`src/rtl/ysyx_24100029_clint_mtimer_if.sv`:
```
// Request/response bus shared by the CLINT-window peripherals.
//   addr   : byte address (only [11:0] decoded by the timer)
//   opcode : 0 idle, 1 read, 2 write, 3 reserved (idle)
//   wdata  : write data, wstrb : byte enables
//   rdata  : read data, valid while resp is high
//   resp   : one-cycle response pulse, one per accepted request
interface ysyx_24100029_clint_mtimer_if;
   logic [31:0] addr;
   logic [1:0]  opcode;
   logic [31:0] wdata;
   logic [3:0]  wstrb;
   logic [31:0] rdata;
   logic        resp;

   modport master (output addr, opcode, wdata, wstrb, input rdata, resp);
   modport slave  (input addr, opcode, wdata, wstrb, output rdata, resp);
endinterface

```
`src/rtl/ysyx_24100029_clint_mtimer.sv`:
```
// Core-local interruptor: 64-bit prescaled mtime, per-hart mtimecmp and
// msip, registered mtip, single-cycle registered read response.
//   clock, reset : rising-edge clock, async active-high reset
//   bus          : request/response bus (slave side)
//   mtip         : per-hart timer interrupt pending (registered compare)
//   msip         : per-hart software interrupt pending
module ysyx_24100029_clint_mtimer #(
   parameter int HART_NUM = 1,
   parameter int PRESCALE = 1
) (
   input  logic                      clock,
   input  logic                      reset,
   ysyx_24100029_clint_mtimer_if.slave bus,
   output logic [HART_NUM-1:0]       mtip,
   output logic [HART_NUM-1:0]       msip
);

   localparam logic [15:0] PRE_MAX = 16'(PRESCALE - 1);

   logic [63:0] mtime_q, mtime_d;
   logic [15:0] pre_q, pre_d;
   logic [31:0] hi_shadow_q;
   logic [63:0] mtimecmp_q [HART_NUM];
   logic [63:0] mtimecmp_d [HART_NUM];
   logic [HART_NUM-1:0] msip_q, msip_d;
   logic [HART_NUM-1:0] mtip_q;
   logic [31:0] rdata_q;
   logic        resp_q;

   logic [11:0] off;
   logic        rd_en, wr_en, word_ok, sel_lo, sel_hi;
   logic [HART_NUM-1:0] cmp_sel, msip_sel;
   logic [31:0] rd_val;
   logic        unused_addr;

   function automatic logic [31:0] merge32(input logic [31:0] old,
                                           input logic [31:0] wd,
                                           input logic [3:0]  st);
      logic [31:0] r;
      r = old;
      for (int i = 0; i < 4; i++)
         if (st[i]) r[8*i +: 8] = wd[8*i +: 8];
      return r;
   endfunction

   assign off         = bus.addr[11:0];
   assign unused_addr = ^bus.addr[31:12];
   assign rd_en       = (bus.opcode == 2'd1);
   assign wr_en       = (bus.opcode == 2'd2);
   assign word_ok     = (off[1:0] == 2'b00);
   assign sel_lo      = (off == 12'h000);
   assign sel_hi      = (off == 12'h004);

   always_comb begin
      for (int h = 0; h < HART_NUM; h++) begin
         cmp_sel[h]  = word_ok && (off[11:3] == 9'(h + 1));
         msip_sel[h] = word_ok && (off[11:4] == 8'h10) && (off[3:2] == 2'(h));
      end
   end

   // The high word reads from the shadow so a low/high read pair is coherent.
   always_comb begin
      rd_val = '0;
      if (sel_lo) rd_val = mtime_q[31:0];
      if (sel_hi) rd_val = hi_shadow_q;
      for (int h = 0; h < HART_NUM; h++) begin
         if (cmp_sel[h])  rd_val = off[2] ? mtimecmp_q[h][63:32] : mtimecmp_q[h][31:0];
         if (msip_sel[h]) rd_val = {31'b0, msip_q[h]};
      end
   end

   // A write to either mtime half suppresses the increment and restarts the prescaler phase.
   always_comb begin
      if (pre_q == PRE_MAX) begin
         mtime_d = mtime_q + 64'd1;
         pre_d   = '0;
      end else begin
         mtime_d = mtime_q;
         pre_d   = pre_q + 16'd1;
      end
      if (wr_en && sel_lo) begin
         mtime_d = {mtime_q[63:32], merge32(mtime_q[31:0], bus.wdata, bus.wstrb)};
         pre_d   = '0;
      end
      if (wr_en && sel_hi) begin
         mtime_d = {merge32(mtime_q[63:32], bus.wdata, bus.wstrb), mtime_q[31:0]};
         pre_d   = '0;
      end
   end

   always_comb begin
      for (int h = 0; h < HART_NUM; h++) begin
         mtimecmp_d[h] = mtimecmp_q[h];
         msip_d[h]     = msip_q[h];
         if (wr_en && cmp_sel[h]) begin
            if (off[2])
               mtimecmp_d[h][63:32] = merge32(mtimecmp_q[h][63:32], bus.wdata, bus.wstrb);
            else
               mtimecmp_d[h][31:0]  = merge32(mtimecmp_q[h][31:0], bus.wdata, bus.wstrb);
         end
         if (wr_en && msip_sel[h] && bus.wstrb[0]) msip_d[h] = bus.wdata[0];
      end
   end

   always_ff @(posedge clock or posedge reset) begin
      if (reset) begin
         mtime_q     <= '0;
         pre_q       <= '0;
         hi_shadow_q <= '0;
         msip_q      <= '0;
         mtip_q      <= '0;
         rdata_q     <= '0;
         resp_q      <= 1'b0;
         for (int h = 0; h < HART_NUM; h++) mtimecmp_q[h] <= '1;
      end else begin
         mtime_q <= mtime_d;
         pre_q   <= pre_d;
         msip_q  <= msip_d;
         resp_q  <= rd_en | wr_en;
         rdata_q <= rd_en ? rd_val : 32'd0;
         if (rd_en && sel_lo) hi_shadow_q <= mtime_q[63:32];
         for (int h = 0; h < HART_NUM; h++) begin
            mtimecmp_q[h] <= mtimecmp_d[h];
            mtip_q[h]     <= (mtime_q >= mtimecmp_q[h]);
         end
      end
   end

   assign bus.rdata = rdata_q;
   assign bus.resp  = resp_q;
   assign mtip      = mtip_q;
   assign msip      = msip_q;

endmodule

```
`src/flat_wrapper.sv`:
```
// flat-port wrapper written by rule: the top's interface ports become plain ports
module ysyx_24100029_clint_mtimer_flat 
#(
   parameter int HART_NUM = 1,
   parameter int PRESCALE = 1
)
  (clock, reset, mtip, msip, bus_addr, bus_opcode, bus_wdata, bus_wstrb, bus_rdata, bus_resp);
  ysyx_24100029_clint_mtimer_if bus_i ();
  input  logic clock;
  input  logic reset;
  output logic [HART_NUM-1:0] mtip;
  output logic [HART_NUM-1:0] msip;
  input wire logic [$bits(bus_i.addr)-1:0] bus_addr;
  input wire logic [$bits(bus_i.opcode)-1:0] bus_opcode;
  input wire logic [$bits(bus_i.wdata)-1:0] bus_wdata;
  input wire logic [$bits(bus_i.wstrb)-1:0] bus_wstrb;
  output wire logic [$bits(bus_i.rdata)-1:0] bus_rdata;
  output wire logic [$bits(bus_i.resp)-1:0] bus_resp;
  assign bus_i.addr = bus_addr;
  assign bus_i.opcode = bus_opcode;
  assign bus_i.wdata = bus_wdata;
  assign bus_i.wstrb = bus_wstrb;
  assign bus_rdata = bus_i.rdata;
  assign bus_resp = bus_i.resp;
  ysyx_24100029_clint_mtimer #(.HART_NUM(HART_NUM), .PRESCALE(PRESCALE)) u_core (.clock(clock), .reset(reset), .bus(bus_i), .mtip(mtip), .msip(msip));
endmodule
```
`config.mk`:
```
export PLATFORM = sky130hd
export DESIGN_NAME = ysyx_24100029_clint_mtimer_flat
export DESIGN_NICKNAME = d
export VERILOG_FILES = /design/src/rtl/ysyx_24100029_clint_mtimer_if.sv /design/src/rtl/ysyx_24100029_clint_mtimer.sv /design/src/flat_wrapper.sv
export SDC_FILE = /design/constraint.sdc
export NUM_CORES = 1
export LEC_CHECK = 0
export ABC_CLOCK_PERIOD_IN_PS = 8600
export CAP_MARGIN = 40
export CORE_UTILIZATION = 25
export CTS_BUF_LIST = sky130_fd_sc_hd__clkbuf_8
export DETAILED_ROUTE_END_ITERATION = 8
export PLACE_DENSITY_LB_ADDON = 0.08
export SLEW_MARGIN = 20
export SYNTH_ARGS = -nofsm -noshare
export SYNTH_HDL_FRONTEND = slang
export SYNTH_SLANG_ARGS = --single-unit
export TNS_END_PERCENT = 30
```
`constraint.sdc`:
```
create_clock -name clock -period 8.6 [get_ports clock]
set_input_delay 0.86 -clock clock [delete_from_list [all_inputs] [get_ports clock]]
set_output_delay 0.86 -clock clock [all_outputs]
set_load 0.01 [all_outputs]
```
After elaboration in Yosys (flattened, before gate mapping)
Cells that the tools add are included.
Cells by class
  $add $sub $neg: 2
  order comparisons: 1
  eq/ne operators: 14
  mux-type cells: 16
  bitwise operators: 3
  reductions and logical operators: 31
Operators by type and width (count)
  two-way mux 32 bit: 6
  two-way mux 64 bit: 3
  adder 64 x 1 -> 64 bit, second input constant: 1
  >= comparator 64 bit: 1
  two-way mux 16 bit: 3
  AND reduction 3 bit: 16
  two-way mux 8 bit: 4
  != test 2 bit, second input constant: 9
  adder 16 x 1 -> 16 bit, second input constant: 1
  zero test 16 bit: 1
  equality test 12 x 3 -> 1 bit, second input constant: 1
  zero test 12 bit: 1
  equality test 9 x 1 -> 1 bit, second input constant: 1
  logical AND 1 bit: 9
  equality test 8 x 5 -> 1 bit, second input constant: 1
  zero test 2 bit: 2
  nonzero test 2 bit: 2
  equality test 2 x 1 -> 1 bit, second input constant: 1
  equality test 2 bit, second input constant: 1
  NOT 1 bit: 2
  OR 1 bit: 1
Storage, ports and cells
  flip-flop bits (word level): 211
  bits of input ports: 72
  output and inout bits: 35
  word-level logic and storage cells: 89

Logic depth before layout (Yosys ltp)
Gate-level depths: netlist (run 1).
  word-level depth: 6
  mapped depth: 11
  mapped depth without buffers: 8

Least setup slack after synthesis (run 1)
OpenSTA, ideal clock, no wires.
  kind: input to register
  start: input port bus_opcode[0]
  end: register u_core.mtime_q[13]
  setup time: 0.127 ns
  arrival time: 2.957 ns
  required time: 8.473 ns
  path slack: 5.516 ns
  cell stages on the path: 10
  buffers on the path: 3
  cells stage by stage: inv_1 ha_1 buf_4 or3b_2 or4_1 buf_2 nor2_4 a21o_1 buf_2 o2bb2a_1
On the way
  longest elaborated chain between the ends: 4
  elaborated cells on any way between the ends: 8
  classes of those cells: 2 x eq/ne; 1 x mux; 1 x bitwise; 4 x reduce/logical
Ends and longest elaborated chain
  from (decl): line flat_wrapper.sv:14  | input wire logic [$bits(bus_i.opcode)-1:0] bus_opcode;
  equality test 2 bit *: line ysyx_24100029_clint_mtimer.sv:49  | assign wr_en = (bus.opcode == 2'd2);
  logical AND 1 bit, on equally long branches: line ysyx_24100029_clint_mtimer.sv:81, ysyx_24100029_clint_mtimer.sv:85
  != test 2 bit (no line), or another cell as far along
  AND reduction 3 bit (no line)
  to (signal assigned): line ysyx_24100029_clint_mtimer.sv:116  | mtime_q <= mtime_d;
  to (decl): line ysyx_24100029_clint_mtimer.sv:20  | logic [63:0] mtime_q, mtime_d;
Every way passes the cells marked *; elsewhere a longest branch is shown, timed or not. The select of a mux whose other input is x is not followed.
A chain may end at the register's enable or synchronous reset.

Final worst setup path (run 1)
  start: input port bus_opcode[0]
  end: register u_core.mtime_q[21]
The elaborated chain is that of the path after synthesis.

==> summary.md, run 1 <==
| Metric | Value |
|---|---|
| Run status | finished, final reports clean |
| Residual DRC | 0 |
| Required @ worst endpoint | just over 9000 ps |
| Root buffer cell | clkbuf_8 |
| Synth warnings | 0 |
| Syn Area/Cell | 9.86 um2 |
| Post-Route Setup TNS | 0 ps |
| Hold Slack | 458 ps |
| Mux contribution to synthesized area | 9.31% |
| DIE WIDTH | approximately 220 um |
| Clock-pin slew on the worst setup and hold paths | 60 ps |
| TritonCTS Buffers | 44 |
| Synth Area in Adders | approximately 7% |
| Yosys reg bits | between 200 and 250 |
| Vias in the first global route | 10,700 |
| Core box area | 48,100 um2 |
| Drt pass-1 iters | 7 |
| Global-route wire length before repair | 68.8 mm |
| CP endpoint kind | register |
| Share of cells above drive strength 1 | between 10% and 20% |
| Distinct cells, synth | 76 |
| Nets | between 1,000 and 1,500 |
| Worst vdd ir | 0.0795 mV |
| Clk sinks | roughly 210 |
| H-Tree Depth | 2 |
| Post-synth EDFFs | 0 |
| Unrepaired setup endpoints after global routing | no |
| Post-Syn Nets | 1,387 |
| Async SR Flop Fraction | between 90% and 100% |
| Pwr Density | 156 nW/um2 |
| Vias | 10,400 |
| Synthesized area | 12,300 um2 |
| Mapped Cells | 1,246 |
| # rows | 80 |
| Gr ovfl total | 0 |
| Max Cap Violations | 0 |
| Dpl hpwl | 31.1 mm |
| Ports | 107 |
| Post-CTS Setup Bufs | 0 |
| Hold crit path type | register to register |
| Slew Viols, Final | 0 |
| Post-Synth Simple-Gate Area | 16.0% |
| Post-synth top cells | dfrtp_1 (147), nor2_1 (97), a21oi_1 (94), mux2_1 (92), inv_1 (82) |
| Largest net degree at the start of global routing | 88 |
| Area growth syn-to-layout | 21.1% |
| Post-route ant nets | 0 |
| Final period utilization | 45.7% |
| CP arrival | 4460 ps |
| Routability cong. | 0.799 |
| Total GRT Usage | 18.2% |
| Setup violations, final | 0 |
| Synth area leader | dfrtp_1 |
| Startpoint type of the worst setup path | input pin |
| Fmax | 254 MHz |
| Chip height | roughly 220 um |
| Dominant cells by area after synthesis | dfrtp_1 (30%), dfstp_2 (14%), mux2_1 (8.4%), ha_1 (7.0%), a21oi_1 (3.8%) |
| PostCTS Resize Cnt | 0 |
| Largest family of logic cells by synthesized area | compound AO/OA/AOI/OAI gates |
| Final WL | 44.8 mm |
| Worst-Skew Late Latency | 620 ps |
| Rel. slew slack | 48.4% |
| Post-synth top area share | 29.9% |
| Crit Path Max Fanout | 29 |
| Compound-cell area share of the yosys netlist | 18.3% |
| Leak | between 0.006 and 0.007 uW |
| CTS tree | done |
| Via/cell ratio | 5.12 |
| Seq/Total Area, Yosys | 43.6% |
| Min Tclk post-route | 3930 ps |
| Worst-Margin Slew | 767 ps |
| Top_reg_cell synth | dfrtp_1 |
| Kind of critical path | input pin to register |
| Count leader, synth | dfrtp_1 |
| Initial Utilization | 25.5% |
| Initial antenna violation count | 2 |
| Final hold vios | 0 |
| Count of buffers from port buffering | between 80 and 90 |
| Wire per inst | 22.0 um |
| Clock Tree Buf Depth | 3 |
| Die area | 50,000 um2 |
| Drt initial violations | about 740 |
| Post-synthesis xor/xnor area fraction | 0.998% |
| Clock skew | between 20 and 30 ps |
| CTS Hold Bufs | 0 |
## final timing paths
kind                                                     from                                end  slack, ps  cells after the start
worst max-delay path                            bus_opcode[0]     u_core.mtime_q[21]$_DFFE_PP0P_       4670                     11
worst min-delay path                u_core.pre_q[0]$_DFF_PP0_          u_core.pre_q[0]$_DFF_PP0_        460                      1
worst max register to register  u_core.mtime_q[0]$_DFFE_PP0P_     u_core.mtime_q[48]$_DFFE_PP0P_       5520                      8
worst min register to register      u_core.pre_q[0]$_DFF_PP0_          u_core.pre_q[0]$_DFF_PP0_        460                      1
max in group asynchronous                               reset  u_core.mtimecmp_q[61]$_DFFE_PP1P_       6590                      4
min in group asynchronous                               reset      u_core.mtime_q[6]$_DFFE_PP0P_        770                      2
## state kept, by name, summed over array words and instances, names as in the netlist
name                count
u_core.mtime_q         64
u_core.bus.resp         1
u_core.bus.rdata       32
u_core.hi_shadow_q     32
u_core.mtimecmp_q      64
u_core.msip             1
u_core.mtip             1
u_core.pre_q           16
## routing by layer
layer / routed length, um / GRT usage, % / vias up
met5: 0 / 0 / -
met2: 20400 / 28.8 / 290
met4: 790 / 4.64 / 0
met1: 21500 / 25.6 / 5197
met3: 2150 / 3.08 / 56
li1: - / - / 4890
## stage by stage
step	cell area (um2)	power (uW)	cells	worst slack, ps	util [%]
final	14900	2320	2036	4670	30.9
after global routing	14900	2430	2036	4470	30.9
after CTS	14900	2370	2035	4680	30.9
after detailed placement	14000	1230	1953	4010	29.0
after global placement	13900	1230	1944	4060	28.8
after floorplan	12300	1140	1246	2080	-
## where the power goes
group          total [uW]  switching, uW  leakage (uW)  internal, uW
registers            1050           40.5       0.00252          1010
clock network        1110            501      0.000536           605
logic                 161           98.7       0.00299          61.9
total                2320            641       0.00604          1680
## layout make-up
cell class	count	area (um2)
Antenna cell	1	2.50
Clock buffer	58	798
Clock inverter	24	110
Fill cell	5079	33300
Inverter	82	315
Multi-Input combinational cell	889	6370
Sequential cell	211	5360
Tap cell	656	821
Timing Repair Buffer	115	1110
## worst max-delay path: stages
cell and delay, ps:
clkdlybuf4s50_1 430, inv_1 70, ha_1 140, buf_4 240
or3b_2 510, or4_1 440, buf_4 300, nor2_4 570
a21o_1 510, o21ai_0 160, a22oi_1 210
## placed cells by master, fill, tap and decap left out, types with 6 or more instances in the layout
master and instances:
a21o_1 19, a21oi_1 94, a222oi_1 32, a22o_1 33, a22oi_1 9, a31oi_1 15
and2_1 9, and3_1 18, and4_1 6, buf_4 22, clkbuf_8 58, clkdlybuf4s50_1 85
dfrtp_1 147, dfstp_2 64, ha_1 69, inv_1 100, mux2_1 92, mux2_2 6
nand2_1 66, nand3_1 35, nand4_1 52, nor2_1 96, nor3_1 22, nor4_1 16
o21ai_0 51, o21ai_1 17, o22ai_1 15, or3_1 7, xor2_1 12
## cells by family after synthesis
logic type | Yosys count
compound gates | 334
xor+xnor | 14
fa+ha+maj | 69
buf+inv | 146
flops | 211
mux | 102
simple gates | 370
Power figures use the tool's default switching activity.
==> run 2: changes to the inputs <==
- ABC_CLOCK_PERIOD_IN_PS: 8600 -> 3800
- clock period: 8.6 -> 3.8 ns (I/O delays scaled with it)
==> summary.md, run 2 (synthesis results as in run 1) <==
| Metric | Value |
|---|---|
| CTS tree | done |
| Nets | 1,501 |
| Slew Viols, Final | 0 |
| Placed instance area | 14,100 um2 |
| Worst-Margin Slew | ~750 ps |
| H-Tree Depth | 2 |
| Worst vdd ir | approximately 0.22 mV |
| # rows | 80 |
| Count of buffers from port buffering | 86 |
| TritonCTS Buffers | 45 |
| CTS Hold Bufs | 0 |
| Global-route wire length before repair | 69.0 mm |
| Initial Utilization | 25.5% |
| Most frequent cells in the layout | dfrtp_1 (147), nor2_1 (96), a21oi_1 (94), mux2_1 (92), inv_1 (92) |
| Crit Path Max Fanout | 17 |
| Kind of critical path | input pin to register |
| Initial antenna violation count | 2 |
| Post-Route Setup TNS | 0 ps |
| Unrepaired setup endpoints after global routing | no |
| CP endpoint kind | register |
| Setup violations, final | 0 |
| Startpoint type of the worst setup path | input pin |
| Pwr Density | 365 nW/um2 |
| Share of cells above drive strength 1 | ~16% |
| Final hold vios | 0 |
| Dpl hpwl | 31.8 mm |
| Root buffer cell | clkbuf_8 |
| Non-filler cells, final | 2,054 |
| Worst-Skew Late Latency | 620 ps |
| Drt pass-1 iters | 8 |
| Reg2Reg Setup Slack | a little over 900 ps |
| Run status | finished, final reports clean |
| Area growth syn-to-layout | 23.0% |
| Clock skew | 28.6 ps |
| Vias | 10,400 |
| Clk sinks | 211 |
| Final WL | 44.6 mm |
| DIE WIDTH | 224 um |
| Leak | 0.00615 uW |
| Residual DRC | 0 |
| Ports | approximately 110 |
| Clock Tree Buf Depth | 3 |
| Utilization after layout | 31.4% |
| Max Cap Violations | 0 |
| Gr ovfl total | 0 |
| Most common cell after layout, fill and taps aside | dfrtp_1 |
| Fmax | 332 MHz |
| Core box area | roughly 48,000 um2 |
| Required @ worst endpoint | 4270 ps |
| Wire per inst | about 22 um |
| Largest regs | u_core.mtime_q: 64 flops, u_core.mtimecmp_q: 64 flops |
| CP arrival | 3480 ps |
| Post-route ant nets | 0 |
| Placed insts | approximately 2,000 |
| Chip height | 224 um |
| Die area | 50,000 um2 |
| PostCTS Resize Cnt | 0 |
| Clock-pin slew on the worst setup and hold paths | about 60 ps |
| Final period utilization | 79.3% |
| Min Tclk post-route | ~3000 ps |
| Rel. slew slack | 50.1% |
| Routability cong. | 0.791 |
| Final Cell Area | about 15,000 um2 |
| Largest net degree at the start of global routing | 109 |
| Post-CTS Setup Bufs | 0 |
| Drt initial violations | 787 |
| Via/cell ratio | 5.08 |
| Total GRT Usage | 18.3% |
| Hold crit path type | input pin to asynchronous set/reset pin |
| Vias in the first global route | 10,800 |
[run 2: cell types whose count changed in the layout (fill, tap and decap cells not counted), sizes merged]
cell	change
clkinvlp	+1
bufinv	+3
inv	-12
clkinv	+8
buf	+16
clkbuf	+2
[run 2: metrics by stage]
stage	setup slack [ps]	total power, uW	hold WS (ps)
floorplan	730	2580	432
CTS	850	5640	103
global route	661	5790	141
detailed placement	192	2800	463
global placement	224	2800	462
finish	788	5520	134
[run 2: final timing paths]
| path | from | end | cells past startpoint |
|---|---|---|---|
| worst max-delay path | bus_opcode[0] | u_core.mtime_q[49]$_DFFE_PP0P_ | 10 |
| worst min-delay path | reset | u_core.hi_shadow_q[3]$_DFFE_PP0P_ | 2 |
| worst max register to register | u_core.mtime_q[1]$_DFFE_PP0P_ | u_core.mtime_q[48]$_DFFE_PP0P_ | 8 |
| worst min register to register | u_core.pre_q[0]$_DFF_PP0_ | u_core.pre_q[0]$_DFF_PP0_ | 1 |
| max in group asynchronous | reset | u_core.bus.rdata[21]$_DFF_PP0_ | 3 |
| min in group clock | bus_opcode[1] | u_core.bus.resp$_DFF_PP0_ | 3 |
[run 2: final cells by class]
class,instances,area (um2)
multi-input combinational,889,6360
timing repair buffer,131,1240
tap,656,821
antenna,1,2.50
clock inverter,24,188
inverter,82,312
sequential,211,5360
clock buffer,60,826
fill,5031,33000
[run 2: report_power, final]
group	total [uW]	leakage [uW]	switching (uW)	internal (uW)
registers	2370	0.00252	72.0	2290
clock network	2760	0.000568	1150	1620
logic	388	0.00307	237	151
[run 2: per-layer routing]
metal	share of wire [%]	up-vias	wire [um]	GRT usage [%]
li1	-	4923	-	-
met1	48	5184	21200	25.4
met2	46	267	20400	28.9
met3	4.5	67	1990	3.17
met4	2.4	0	1050	5.41
met5	0	-	0	0
[run 2: critical path, stage by stage]
cell and delay [ps]:
clkdlybuf4s50_1 420, inv_1 70, ha_1 150, or3b_2 480, or4_1 570, buf_4 290, nand2b_1 480, nand2_1 330
a21oi_1 220, a311oi_1 70
